[config.mk]
export PLATFORM = sky130hd
export DESIGN_NAME = simple_dual_port_ram_fifo_controller
export DESIGN_NICKNAME = d
export VERILOG_FILES = /design/src/rtl/simple_dual_port_ram_fifo_controller.sv
export SDC_FILE = /design/constraint.sdc
export NUM_CORES = 1
export LEC_CHECK = 0
export CORE_MARGIN = 2
export CORE_UTILIZATION = 25
export CTS_BUF_LIST = sky130_fd_sc_hd__clkbuf_4
export DETAILED_ROUTE_END_ITERATION = 8
export DONT_BUFFER_PORTS = 1
export GPL_TIMING_DRIVEN = 0
export PLACE_DENSITY_LB_ADDON = 0.15
export SLEW_MARGIN = 10
export SYNTH_ARGS = -nofsm -noshare
export SYNTH_HDL_FRONTEND = slang
export SYNTH_SLANG_ARGS = --single-unit
[constraint.sdc]
create_clock -name clock -period 6.35 [get_ports clock]
set_input_delay 0.9525 -clock clock [delete_from_list [all_inputs] [get_ports clock]]
set_output_delay 0.9525 -clock clock [all_outputs]
set_load 0.05 [all_outputs]
[src/rtl/simple_dual_port_ram_fifo_controller.sv]
// Synchronous FIFO controller for an external simple dual-port RAM with 1-cycle read latency.
// A 2-entry prefetch buffer hides the RAM read latency so both sides can move one word per cycle.
module simple_dual_port_ram_fifo_controller #(
  parameter int WIDTH         = 8,
  parameter int DEPTH         = 16,
  parameter int ADDRESS_WIDTH = $clog2(DEPTH),
  parameter int LEVEL_WIDTH   = $clog2(DEPTH + 3)
) (
  input  logic                     clock,
  input  logic                     resetn,
  input  logic                     write_valid,
  output logic                     write_ready,
  input  logic [WIDTH-1:0]         write_data,
  output logic                     read_valid,
  input  logic                     read_ready,
  output logic [WIDTH-1:0]         read_data,
  output logic [LEVEL_WIDTH-1:0]   level,
  output logic                     ram_write_enable,
  output logic [ADDRESS_WIDTH-1:0] ram_write_address,
  output logic [WIDTH-1:0]         ram_write_data,
  output logic                     ram_read_enable,
  output logic [ADDRESS_WIDTH-1:0] ram_read_address,
  input  logic [WIDTH-1:0]         ram_read_data
);

  localparam int CW = ADDRESS_WIDTH + 1;

  logic [ADDRESS_WIDTH-1:0] wptr_q, wptr_d;
  logic [ADDRESS_WIDTH-1:0] rptr_q, rptr_d;
  logic [CW-1:0]            ram_count_q, ram_count_d;
  logic                     pending_q;
  logic [1:0]               buf_cnt_q, buf_cnt_d;
  logic [WIDTH-1:0]         head_q, head_d;
  logic [WIDTH-1:0]         tail_q, tail_d;

  logic       push;
  logic       pop;
  logic       issue;
  logic [1:0] after_pop;

  always_comb begin
    write_ready = (ram_count_q != CW'(DEPTH));
    push        = resetn & write_valid & write_ready;
    read_valid  = (buf_cnt_q != 2'd0);
    pop         = read_valid & read_ready;
    after_pop   = buf_cnt_q - {1'b0, pop};
    // Only issue when the returning word is guaranteed a free buffer slot.
    issue       = resetn & (ram_count_q != '0) &
                  (({1'b0, after_pop} + {2'b00, pending_q}) <= 3'd1);

    wptr_d      = wptr_q + ADDRESS_WIDTH'(push);
    rptr_d      = rptr_q + ADDRESS_WIDTH'(issue);
    ram_count_d = ram_count_q + CW'(push) - CW'(issue);

    head_d      = head_q;
    tail_d      = tail_q;
    if (pop) begin
      head_d = tail_q;
    end
    buf_cnt_d = after_pop;
    // Capture lands after the pop shift, in the first free slot.
    if (pending_q) begin
      if (after_pop == 2'd0) begin
        head_d = ram_read_data;
      end else begin
        tail_d = ram_read_data;
      end
      buf_cnt_d = after_pop + 2'd1;
    end
  end

  always_ff @(posedge clock) begin
    if (!resetn) begin
      wptr_q      <= '0;
      rptr_q      <= '0;
      ram_count_q <= '0;
      pending_q   <= 1'b0;
      buf_cnt_q   <= '0;
      head_q      <= '0;
      tail_q      <= '0;
    end else begin
      wptr_q      <= wptr_d;
      rptr_q      <= rptr_d;
      ram_count_q <= ram_count_d;
      pending_q   <= issue;
      buf_cnt_q   <= buf_cnt_d;
      head_q      <= head_d;
      tail_q      <= tail_d;
    end
  end

  always_comb begin
    read_data         = head_q;
    level             = LEVEL_WIDTH'(ram_count_q) + LEVEL_WIDTH'(pending_q) + LEVEL_WIDTH'(buf_cnt_q);
    ram_write_enable  = push;
    ram_write_address = wptr_q;
    ram_write_data    = write_data;
    ram_read_enable   = issue;
    ram_read_address  = rptr_q;
  end

endmodule
==> qor.csv, run 1 <==
metric,value,unit
status,"finished, final reports clean",
reg2reg_from,buf_cnt_q[1],
ios,53,
port_buffers,0,
hold_path.class,reg2reg,
grt_pass1_vias,1185,
vias,1182,
die_y,87.3,µm
worst_pin_slew,1090,ps
drt-initial-drc-count,36,
final_layout_size_suffix_gt1_share,11.9,%
cp_max_fo,6,
finalWeightedCongestion,0.715,
wl_per_cell,13.7,µm
total_power,0.946,mW
cts_setup_buffers,0,
htree_levels,2,
clock_latency,340,ps
grt_max_degree,11,
cp-startpoint,read_ready,
synth_seq_cells,32,
placement.cell_area,1840,µm²
regToRegEndpoint,ram_count_q[4],
ant_nets,0,
max_freq,0.259,GHz
fin_util,28.4,%
irDropWorstVdd,123,µV
clk_pin_slew,110,ps
crit_buf_inv,2,
antenna_found_initial,0,
leakage,0.997,nW
crit_arrival,4100,ps
rsz0062_at_grt,no,
crit_path_end_kind,flip-flop,
synth_top_area_share,36.9,%
start_util,25.7,%
max-cap-violations,0,
ys_types,32,
drt-total-wl,3640,µm
nets,220,
yosys_warnings,0,
endpoint,ram_count_q[4],
syn_inst,177,
cp_top_family,simple AND/OR/NAND/NOR gates,
drcViolationCount,0,
cp-start-kind,input pin,
rows,30,
place_hpwl,2700,µm
antenna_cells,0,
crit_path_frequent_cell,ha_1,
postLayoutCellArea,1920,µm²
crit_required,6590,ps
rr_worst_depth,17,
finClkSkew,8.62,ps
grt_pass1_wl,5980,µm
yosys-top-cells-area,"dfxtp_1, mux2i_1, ha_1",
finalHoldViolCount,0,
dieArea,7620,µm²
finalCriticalPeriod,3860,ps
grt_use_total,10.3,%
synth_area_leader_cell,dfxtp_1,
clockBufferDepth,2,
p_per_area,494,nW/µm²
rrSetupSlack,2650,ps
cp.depth,17,
setup_tns,0,ps
vias_per_cell,4.46,
ys_seq_area_share,36.9,%
post_cts_resized,0,
place_inst,257,
finalSetupViolCount,0,
finalCritPeriodShare,60.7,%
avgSynthCellArea,9.80,µm²
maxSlewHeadroom,26.8,%
synthesis.nets,213,
crit_chain,nor2b_2 -> o21bai_1 -> ha_1 -> ha_1 -> nor2_1 -> a22oi_1 -> a21oi_2 -> and2_1 -> xnor2_1 -> ha_1 -> inv_1 -> fa_1 -> inv_1 -> a21oi_1 -> nor2_1 -> or3_1 -> and3_1,
core,6760,µm²
cts_buffers,5,
drv_slew,0,
die_w,87.3,µm
clock-root-buffer,clkbuf_4,
n_fill_cell,732,
cts_tree,yes,
stdcell_count,265,
syn2layout_area_growth,10.4,%
hold_buffers,0,
netlist_area,1740,µm²
max_stage_delay,540,ps
first_pass_iters,4,
grt-ovfl-total,0,
cts_sinks,32,
crit_slowest_cell,and2_1,
crit_type,in2reg,
## flip-flops by register name, summed over array words and instances (netlist names)
register and cells:
ram_read_address 4, ram_write_address 4, buf_cnt_q 2, read_data 8, tail_q 8, pending_q 1
ram_count_q 5
## worst min-delay path by stage
| stage | startpoint | end | slack, ps | cells past startpoint |
|---|---|---|---|---|
| 3_5_place_dp | tail_q[7] | tail_q[7] | 510 | 2 |
| 5_1_grt | tail_q[0] | tail_q[0] | 570 | 2 |
| 4_1_cts | tail_q[7] | tail_q[7] | 540 | 2 |
| 2_1_floorplan | tail_q[0] | tail_q[0] | 480 | 2 |
| 3_3_place_gp | tail_q[2] | tail_q[2] | 500 | 2 |
| 6_report | tail_q[7] | tail_q[7] | 530 | 2 |
## routing by layer
| metal | GRT usage (%) | vias to the layer above | routed length [µm] |
|---|---|---|---|
| met3 | 3.13 | 8 | 253 |
| met5 | 0 | - | 0 |
| met4 | 5.87 | 0 | 77 |
| met2 | 16.1 | 39 | 1660 |
| met1 | 12.5 | 540 | 1660 |
| li1 | - | 595 | - |
## cell families (layout without fill, tap and decap cells)
kind of cell | count (synthesis) | count (layout) | share of synthesized area [%]
AOI/OAI and AO/OA | 19 | 19 | 9.23
xor gates and xnor gates | 11 | 11 | 5.55
adders and majority gates | 16 | 16 | 12.8
and+or+nand+nor | 55 | 55 | 18.0
muxes | 17 | 17 | 9.81
buffers and inverters | 27 | 35 | 7.64
DFF | 32 | 32 | 36.9
## placed cells by master (no fill, tap or decap), types with 2 or more instances in the layout
cell	count
clkbuf_1	4
o21ai_0	2
and2_1	13
buf_4	8
nand2b_1	3
nor2_1	3
clkbuf_4	6
o211a_1	8
nand2_1	12
fa_1	3
inv_1	14
xor2_1	5
and3_1	4
nand3_1	3
a21oi_1	3
dfxtp_1	32
nor2b_1	10
ha_1	13
nand4_1	2
mux2i_1	17
xnor2_1	6
## Yosys cell counts
library cell	n
nand3_1	3
o21ai_0	2
o211a_1	8
o21ai_4	1
clkbuf_1	4
a211oi_1	1
xnor2_1	6
buf_2	1
a21oi_2	1
xor2_1	5
or3_1	1
nor2b_2	1
ha_1	13
nand2b_1	3
mux2i_1	17
dfxtp_1	32
a21o_1	1
buf_4	8
a21oi_1	3
inv_1	14
and2_1	13
and3_1	4
nand4_1	2
nand2_1	12
nor2b_1	10
nand2_4	1
o21bai_1	1
nor2_1	3
nor4b_1	1
or2_2	1
a22oi_1	1
fa_1	3
## stage by stage
step           setup WS, ps  hold slack, ps
2_1_floorplan          2430             485
3_3_place_gp           2100             505
3_5_place_dp           2140             512
4_1_cts                2510             540
5_1_grt                2190             574
6_report               2490             528
## final cells by class
| cell class | instances | area, µm² | area share (%) |
|---|---|---|---|
| sequential | 32 | 641 | 33.4 |
| multi-input combinational | 118 | 962 | 50.2 |
| clock buffer | 6 | 45.0 | 2.35 |
| inverter | 14 | 52.6 | 2.74 |
| buffer | 13 | 80.1 | 4.18 |
| clock inverter | 2 | 35.0 | 1.83 |
| tap | 80 | 100 | 5.23 |
## worst min-delay path, cell delays in order (launching register included)
cell     delay, ps
dfxtp_1        340
mux2i_1         70
nor2b_1         90
## power breakdown
group / internal (mW) / total (mW) / leakage, nW / switching [mW]
Clock: 0.0868 / 0.161 / 0.0456 / 0.0747
Sequential: 0.246 / 0.373 / 0.262 / 0.127
Combinational: 0.145 / 0.411 / 0.690 / 0.266
Total: 0.478 / 0.946 / 0.997 / 0.468
(Power assumes the default switching activity.)
==> run 2, diff against run 1 <==
==> constraint.sdc (replaced) <==
create_clock -name clock -period 3.3 [get_ports clock]
set_input_delay 0.495 -clock clock [delete_from_list [all_inputs] [get_ports clock]]
set_output_delay 0.495 -clock clock [all_outputs]
set_load 0.05 [all_outputs]
==> qor.csv, run 2 (synthesis gave the netlist of run 1 again) <==
metric,value,unit,change
status,"finished, final reports clean",,
grt_use_total,10.5,%,+0.24 points
wl_met1,1710,µm,+3.2%
start_util,25.7,%,unchanged
finalSetupViolCount,0,,unchanged
cts_buffers,5,,unchanged
n_fill_cell,713,,-2.6%
clock-root-buffer,clkbuf_4,,
irDropWorstVdd,243,µV,+99%
clk_pin_slew,110,ps,about the same
total_power,1.79,mW,+90%
max_freq,0.318,GHz,
dieArea,7620,µm²,unchanged
clockBufferDepth,2,,unchanged
place_hpwl,2690,µm,-0.13%
htree_levels,2,,unchanged
crit_required,3550,ps,-3040 ps
grt-ovfl-total,0,,unchanged
finalHoldViolCount,0,,unchanged
finalWeightedCongestion,0.764,,+6.9%
vias_per_cell,4.49,,+0.76%
first_pass_iters,4,,unchanged
port_buffers,0,,unchanged
drt-initial-drc-count,45,,+25%
ant_nets,0,,unchanged
crit_path_end_kind,flip-flop,,
wl_per_cell,14.1,µm,+2.7%
die_w,87.3,µm,unchanged
grt_max_degree,11,,unchanged
final_common_cell,dfxtp_1,,
clock_latency,340,ps,about the same
max-cap-violations,0,,unchanged
top_layer,met4,,
syn2layout_area_growth,11.7,%,
wl_met3,267,µm,+5.5%
final_layout_size_suffix_gt1_share,17.6,%,+5.8 points
drcViolationCount,0,,unchanged
finalCritPeriodShare,95.2,%,
grt_pass1_vias,1185,,unchanged
antenna_found_initial,0,,unchanged
crit_slowest_cell,and3_2,,
final_cell_mix,"dfxtp_1, mux2i_1, inv_1",,
crit_type,reg2reg,,
crit_buf_inv,3,,+1
dp_slack,-264,ps,-2400 ps
nets,223,,+1.4%
cts_tree,yes,,
worst_slack,157,ps,-2340 ps
crit_arrival,3390,ps,-710 ps
hold_buffers,0,,unchanged
drv_slew,0,,unchanged
vias,1200,,+1.5%
p_per_area,925,nW/µm²,+87%
crit_chain,inv_1 -> ha_1 -> nand4_1 -> and3_2 -> ha_2 -> inv_2 -> fa_2 -> inv_1 -> a21oi_2 -> nor2_2 -> or3_1 -> and3_1,,
grt_pass1_wl,5980,µm,unchanged
max_stage_delay,620,ps,+80 ps
drt-total-wl,3770,µm,+3.5%
crit_path_frequent_cell,inv_1,,
maxSlewHeadroom,24.1,%,-2.8 points
wl_met2,1720,µm,+3.7%
finalCriticalPeriod,3140,ps,
hold_path.class,in2reg,,
core,6760,µm²,unchanged
antenna_cells,0,,unchanged
cp_top_family,simple AND/OR/NAND/NOR gates,,
cp-start-kind,flip-flop,,
finClkSkew,13.4,ps,+4.79 ps
cts_sinks,32,,unchanged
die_y,87.3,µm,unchanged
holdWs,303,ps,-225 ps
cp_max_fo,5,,-1
rows,30,,unchanged
ios,53,,unchanged
worst_pin_slew,1130,ps,+41.1 ps
leakage,0.995,nW,-0.25%
[run 2: changes by cell type in the layout (fill, tap and decap cells not counted), sizes merged]
cell	change
clkbuf	-1
buf	+3
clkinv	+1
bufinv	-1
[run 2: report_power, final]
group	internal, mW	switching [mW]
Sequential	0.474	0.248
Clock	0.0743	0.138
Combinational	0.329	0.531
[run 2: per-stage QoR]
stage / cell area (µm²) / TNS [ps] / util, % / std cells
after floorplan: 1740 / 0 / - / 177
after global placement: 1840 / -332 / 27.2 / 257
after detailed placement: 1840 / -289 / 27.2 / 257
after CTS: 1890 / 0 / 28.0 / 265
after global routing: 1940 / -0.163 / 28.7 / 267
final: 1940 / 0 / 28.7 / 267
[run 2: path summary, 6_finish.rpt]
check	from	to	slack [ps]	cells after the start
max	ram_count_q[2]	ram_count_q[4]	160	12
min	ram_read_data[3]	read_data[3]	300	1
max reg2reg	ram_count_q[2]	ram_count_q[4]	160	12
min reg2reg	tail_q[6]	tail_q[6]	540	2
[run 2: layout make-up]
type | instances | area [µm²] | area share (%)
Clock inverter | 2 | 7.51 | 0.387
Buffer | 13 | 80.1 | 4.13
Timing Repair Buffer | 3 | 22.5 | 1.16
Sequential cell | 32 | 646 | 33.3
Multi-Input combinational cell | 118 | 992 | 51.2
Inverter | 14 | 52.6 | 2.71
Tap cell | 80 | 100 | 5.16
Clock buffer | 5 | 37.5 | 1.94
[run 2: layer usage]
layer / GRT usage, % / vias to the layer above
li1: - / 597
met1: 13.3 / 555
met2: 15.7 / 43
met3: 4.36 / 5
met4: 4.62 / 0
met5: 0 / -
[run 2: what timing repair did]
item | 4_1_cts | 5_1_grt
endpoints found under the setup margin | 1 | 1
hold endpoints to repair | 0 | 0
buffers inserted | 1 | 2
gates resized for setup | 3 | 10
pin swaps | 1 | 4
